<file path="config.mk">
export PLATFORM = sky130hd
export DESIGN_NAME = bus_writer
export DESIGN_NICKNAME = d
export VERILOG_FILES = /design/src/rtl/bus_pkg.sv /design/src/rtl/dm_write_fsm.sv /design/src/rtl/bus_writer.sv
export SDC_FILE = /design/constraint.sdc
export NUM_CORES = 1
export LEC_CHECK = 0
export BUFFER_PORTS_ARGS = -buffer_cell sky130_fd_sc_hd__buf_2
export CAP_MARGIN = 25
export CORE_MARGIN = 2
export CORE_UTILIZATION = 49
export CTS_BUF_LIST = sky130_fd_sc_hd__clkbuf_8
export DETAILED_ROUTE_END_ITERATION = 8
export PLACE_DENSITY = 0.78
export SLEW_MARGIN = 40
export SYNTH_ARGS = -nofsm -noshare
export SYNTH_HDL_FRONTEND = slang
export SYNTH_SLANG_ARGS = --single-unit
</file>
<file path="constraint.sdc">
create_clock -name clk -period 2.7 [get_ports clk]
set_input_delay 0.135 -clock clk [delete_from_list [all_inputs] [get_ports clk]]
set_output_delay 0.135 -clock clk [all_outputs]
set_load 0.005 [all_outputs]
</file>
<file path="src/rtl/bus_pkg.sv">
// Shared definitions for the bus write side: destination codes, bus width
// and the memory-write FSM state encoding.
package bus_pkg;

  localparam int BUS_W = 16;

  typedef enum logic [2:0] {
    DST_NONE = 3'd0,
    DST_R    = 3'd1,
    DST_DR   = 3'd2,
    DST_TR   = 3'd3,
    DST_PC   = 3'd4,
    DST_AC   = 3'd5,
    DST_AR   = 3'd6,
    DST_DM   = 3'd7
  } dst_e;

  typedef enum logic [1:0] {
    IDLE    = 2'd0,
    MEM_REQ = 2'd1,
    ABORT   = 2'd2
  } dm_state_e;

endpackage

</file>
<file path="src/rtl/dm_write_fsm.sv">
// Data-memory write handshake: holds dm_we until ack or timeout, then returns
// to IDLE (via a one-cycle ABORT with dm_err on timeout).
//
// state   | meaning
// IDLE    | accepting bus writes, wr_ready high
// MEM_REQ | dm_we held, waiting for dm_ack, timeout counting down
// ABORT   | timeout hit, dm_err pulses for one cycle
module dm_write_fsm
  import bus_pkg::*;
#(
  parameter int DM_TIMEOUT = 15
) (
  input  logic       clk,
  input  logic       rst,
  input  logic       start_i,
  input  logic [7:0] addr_i,
  input  logic [7:0] data_i,
  input  logic       dm_ack_i,
  output logic       wr_ready_o,
  output logic       dm_we_o,
  output logic [7:0] dm_addr_o,
  output logic [7:0] dm_wdata_o,
  output logic       dm_err_o
);

  localparam logic [7:0] TMO_LOAD = 8'(DM_TIMEOUT - 1);

  dm_state_e  state_q;
  logic [7:0] cnt_q;

  always_ff @(posedge clk or posedge rst) begin
    if (rst) begin
      state_q    <= IDLE;
      cnt_q      <= '0;
      wr_ready_o <= 1'b1;
      dm_we_o    <= 1'b0;
      dm_addr_o  <= '0;
      dm_wdata_o <= '0;
      dm_err_o   <= 1'b0;
    end else begin
      case (state_q)
        IDLE: begin
          if (start_i) begin
            state_q    <= MEM_REQ;
            cnt_q      <= TMO_LOAD;
            wr_ready_o <= 1'b0;
            dm_we_o    <= 1'b1;
            dm_addr_o  <= addr_i;
            dm_wdata_o <= data_i;
          end
        end
        MEM_REQ: begin
          // ack is checked first so a coincident ack beats the timeout
          if (dm_ack_i) begin
            state_q    <= IDLE;
            dm_we_o    <= 1'b0;
            wr_ready_o <= 1'b1;
          end else if (cnt_q == 8'd0) begin
            state_q  <= ABORT;
            dm_we_o  <= 1'b0;
            dm_err_o <= 1'b1;
          end else begin
            cnt_q <= cnt_q - 8'd1;
          end
        end
        ABORT: begin
          state_q    <= IDLE;
          dm_err_o   <= 1'b0;
          wr_ready_o <= 1'b1;
        end
        default: begin
          state_q    <= IDLE;
          dm_we_o    <= 1'b0;
          dm_err_o   <= 1'b0;
          wr_ready_o <= 1'b1;
        end
      endcase
    end
  end

endmodule

</file>
<file path="src/rtl/bus_writer.sv">
// Write end of the processor bus: register bank loads, micro-ops and the
// data-memory write handshake. BUS_WRITER_ZFLAG_EN adds the registered z flag.
module bus_writer
  import bus_pkg::*;
#(
  parameter int DM_TIMEOUT = 15
) (
  input  logic             clk,
  input  logic             rst,
  input  logic [BUS_W-1:0] busin,
  input  logic [2:0]       write_en,
  input  logic             wr_valid,
  output logic             wr_ready,
  input  logic             r_inc,
  input  logic             pc_inc,
  input  logic             ac_inc,
  input  logic             ac_clr,
  output logic [7:0]       r,
  output logic [7:0]       dr,
  output logic [15:0]      tr,
  output logic [7:0]       pc,
  output logic [15:0]      ac,
  output logic [7:0]       ar,
  output logic             dm_we,
  output logic [7:0]       dm_addr,
  output logic [7:0]       dm_wdata,
  input  logic             dm_ack,
  output logic             dm_err
`ifdef BUS_WRITER_ZFLAG_EN
  ,
  output logic             z
`endif
);

  logic [7:0]  r_q, r_d, dr_q, dr_d, pc_q, pc_d, ar_q, ar_d;
  logic [15:0] tr_q, tr_d, ac_q, ac_d;
  logic        xfer;

  assign xfer = wr_valid && wr_ready;

  // per-register priority: bus write, then clear, then increment
  always_comb begin
    r_d  = r_q;
    dr_d = dr_q;
    tr_d = tr_q;
    pc_d = pc_q;
    ac_d = ac_q;
    ar_d = ar_q;
    if (xfer && write_en == DST_R)       r_d = busin[7:0];
    else if (r_inc)                      r_d = r_q + 8'd1;
    if (xfer && write_en == DST_DR)      dr_d = busin[7:0];
    if (xfer && write_en == DST_TR)      tr_d = busin;
    if (xfer && write_en == DST_PC)      pc_d = busin[7:0];
    else if (pc_inc)                     pc_d = pc_q + 8'd1;
    if (xfer && write_en == DST_AC)      ac_d = busin;
    else if (ac_clr)                     ac_d = '0;
    else if (ac_inc)                     ac_d = ac_q + 16'd1;
    if (xfer && write_en == DST_AR)      ar_d = busin[7:0];
  end

  always_ff @(posedge clk or posedge rst) begin
    if (rst) begin
      r_q  <= '0;
      dr_q <= '0;
      tr_q <= '0;
      pc_q <= '0;
      ac_q <= '0;
      ar_q <= '0;
    end else begin
      r_q  <= r_d;
      dr_q <= dr_d;
      tr_q <= tr_d;
      pc_q <= pc_d;
      ac_q <= ac_d;
      ar_q <= ar_d;
    end
  end

  assign r  = r_q;
  assign dr = dr_q;
  assign tr = tr_q;
  assign pc = pc_q;
  assign ac = ac_q;
  assign ar = ar_q;

`ifdef BUS_WRITER_ZFLAG_EN
  logic z_q;
  logic ac_evt;

  assign ac_evt = (xfer && write_en == DST_AC) || ac_clr || ac_inc;

  always_ff @(posedge clk or posedge rst) begin
    if (rst)         z_q <= 1'b0;
    else if (ac_evt) z_q <= (ac_d == 16'd0);
  end

  assign z = z_q;
`endif

  dm_write_fsm #(
    .DM_TIMEOUT(DM_TIMEOUT)
  ) u_dm_fsm (
    .clk        (clk),
    .rst        (rst),
    .start_i    (xfer && write_en == DST_DM),
    .addr_i     (ar_q),
    .data_i     (busin[7:0]),
    .dm_ack_i   (dm_ack),
    .wr_ready_o (wr_ready),
    .dm_we_o    (dm_we),
    .dm_addr_o  (dm_addr),
    .dm_wdata_o (dm_wdata),
    .dm_err_o   (dm_err)
  );

endmodule

</file>
==> metrics.txt <==
status=complete, no violations; register area share after synthesis=54.6%; Die Width=97.3 µm; clk buf depth=2; drt wl/cell=16.9 µm; Pwr Total=4.81 mW; FF+latch area=0.00233 mm²; Critical-path top delay cell=dfstp_2; Layout Cells excl Fill=597; Post-Syn Instances=369; r2r startpoint=u_dm_fsm.wr_ready_o$_DFFE_PP1P_; HPWL after detailed placement=7100 µm; WHS Path Cells=2; final cell utilization of the core=60.7%; row cnt=34; power share of the clock group=23.5%; worst path cell trace=nand2_1, nor4_4, buf_4, mux2_2; Comb power frac=28.6%; worst r2r path cells=4; Worst Path Max Fanout=17; Routability Congestion=0.830; number of global-route vias before repair=3219; routed vias=3288; ant diodes=0; ys flop type=dfrtp_1; Hold Crit Endpoint=ac[10]$_DFFE_PP0P_; Multi-input gate area=0.00185 mm²; Fin Setup TNS=0 ps; Slew HR=41.3%; crit path time final=2050 ps; Starting DRT DRC Count=163; RSZ-0062 raised after global routing=no; fillers=735; CP Class=flip-flop to flip-flop; I/O pin count=110; register share of total power=47.9%; gr ovfl total=0; setup slack, reg-to-reg=650 ps; global-route wire length before repair=16400 µm; Max Slew Vio Count=0; number of synthesis warnings=0; actual slew at the worst max-slew pin=877 ps; initial antenna violation count=0; clk_lat worst skew=360 ps; maximum number of pins on one net before global-route repair=55; Clock Tree Root=clkbuf_8; worst setup margin=654 ps; cts bufs inserted=9; Starting Density=49.6%; Die H=97.3 µm; synthesized cell area=0.00426 mm²; critical path launch point type=flip-flop; FFs w/ async S/R, synth=100%; Sink Count=93; Hold Slack=18.5 ps; Vias/cell=5.51; worst hold path class=input pin to flip-flop; HP Start=busin[10]; Area Growth Syn to Fin=22.3%; worst vdd ir=0.509 mV; #FFs+latches synth=93; Power Density=922 mW/mm²; Psw=1.52 mW; max incr delay on CP=560 ps; fin crit share=75.8%; routed wire length=10100 µm; I/O Buffers=109; Clock Pin Slew Worst Setup and Hold Paths=90 ps; DR DRC count=0; Avg Cell Area, Syn=11.6 µm²; crit path launch=u_dm_fsm.wr_ready_o$_DFFE_PP1P_; number of H-tree levels=3; CP arrival=2290 ps; nets@finish=516; Max Fclk=489 MHz; first-pass iteration count of the detailed router=4; Antenna Nets Post-Route=0; TritonCTS clock tree=built; Final Hold Viols=0; cell area after layout=0.00522 mm²; nature of the critical path endpoint=flip-flop; switch share=31.5%; core area=0.00859 mm²; # Max-Cap Violations=0; Post-DP Area=0.00494 mm²; DIE AREA=0.00946 mm²; CP required=2950 ps; Post-synth EDFFs=0; layout cell share with drive strength beyond 1=38.7%; Fin Clk Skew=13.0 ps; GRT Total Usage=21.7%; Final setup viols=0; Yosys cell types=40; # resized after CTS=0; Inst Count DP=578; worst slack, placed=648 ps; syn_nets=401; P_int=3.29 mW; RR Endpoint=u_dm_fsm.dm_wdata_o[3]$_DFFE_PP0P_; Leak=2.43 nW
==> Yosys cell counts (2+ instances only) <==
master	instances	share of area, %
dfrtp_1	92	54
mux2_2	49	13
nand2_1	38	3.3
nor2_1	25	2.2
xor2_1	20	4.1
o21ai_0	17	2.0
a21oi_1	14	1.6
nand4_1	14	2.1
a22o_1	10	2.1
inv_1	9	0.79
nand3_1	9	1.1
xnor2_1	9	1.8
clkbuf_1	7	0.62
nor3_1	7	0.82
buf_2	5	0.59
ha_1	5	1.5
mux2i_1	4	0.94
nor4_1	4	0.59
nand2b_1	3	0.44
o31ai_1	3	0.53
and3_1	2	0.29
nor3_2	2	0.47
nor4_2	2	0.59
o2bb2a_1	2	0.47
or3_1	2	0.29
==> kinds of logic after synthesis <==
logic type	after synthesis	synth area share, %
AOI/OAI and AO/OA	54	8.51
buffers and inverters	22	2.08
and+or+nand+nor	113	13.5
DFF	93	54.6
muxes	53	13.9
adders and majority gates	5	1.47
xor gates and xnor gates	29	5.96
==> state kept, by name, indices dropped and copies added (netlist names), 8 cells and up <==
| register | count |
|---|---|
| ac | 16 |
| ar | 8 |
| dr | 8 |
| pc | 8 |
| r | 8 |
| tr | 16 |
| u_dm_fsm.cnt_q | 8 |
| u_dm_fsm.dm_addr_o | 8 |
| u_dm_fsm.dm_wdata_o | 8 |
==> critical path, delay by kind of cell (launching register included) <==
kind                   cells  cell delay (ps)
buffers and inverters      1              330
DFF                        1              560
and+or+nand+nor            2              670
muxes                      1              370
==> power by group through the flow <==
stage | Combinational (mW) | Sequential [mW] | Clock, mW
detailed placement | 1.39 | 2.32 | 0
floorplan | 0.670 | 2.31 | 0
global route | 1.52 | 2.38 | 1.20
global placement | 1.34 | 2.30 | 0
CTS | 1.40 | 2.30 | 1.14
finish | 1.38 | 2.30 | 1.13
==> area by class of cell <==
| type | count | area share (%) |
|---|---|---|
| inverter | 9 | 0.672 |
| tap | 108 | 2.59 |
| clock inverter | 7 | 2.33 |
| sequential | 93 | 44.6 |
| timing repair buffer | 117 | 12.0 |
| multi-input combinational | 254 | 35.4 |
| clock buffer | 9 | 2.38 |
==> routing by layer <==
layer | track usage (%) | wire (µm) | vias to the layer above
li1 | - | - | 1538
met1 | 28.9 | 4410 | 1619
met2 | 35.9 | 4960 | 123
met3 | 5.11 | 617 | 8
met4 | 6.30 | 99 | 0
met5 | 0 | 0 | -
==> repair_timing <==
| item | in CTS | in global routing |
|---|---|---|
| buffers inserted | 0 | 0 |
| endpoints found under the hold margin | 41 | 0 |
| hold buffers | 3 | 0 |
==> cell usage in the layout, fill, tap and decap left out, types with 10 or more instances in the layout <==
cell	instances
a21oi_1	14
buf_2	109
a22o_1	10
nand2_1	38
xor2_1	20
dfrtp_1	92
nor2_1	25
mux2_2	49
o21ai_0	17
nand4_1	14
==> worst max-delay path by stage <==
stage                                                    end  cells past startpoint
after detailed placement  u_dm_fsm.dm_wdata_o[3]$_DFFE_PP0P_                      4
after floorplan                            ac[0]$_DFFE_PP0P_                      1
final                     u_dm_fsm.dm_wdata_o[3]$_DFFE_PP0P_                      4
after global routing      u_dm_fsm.dm_wdata_o[4]$_DFFE_PP0P_                      4
after CTS                 u_dm_fsm.dm_wdata_o[3]$_DFFE_PP0P_                      4
after global placement     u_dm_fsm.dm_addr_o[4]$_DFFE_PP0P_                      4
No activity file was read; power rests on OpenSTA's default activity.
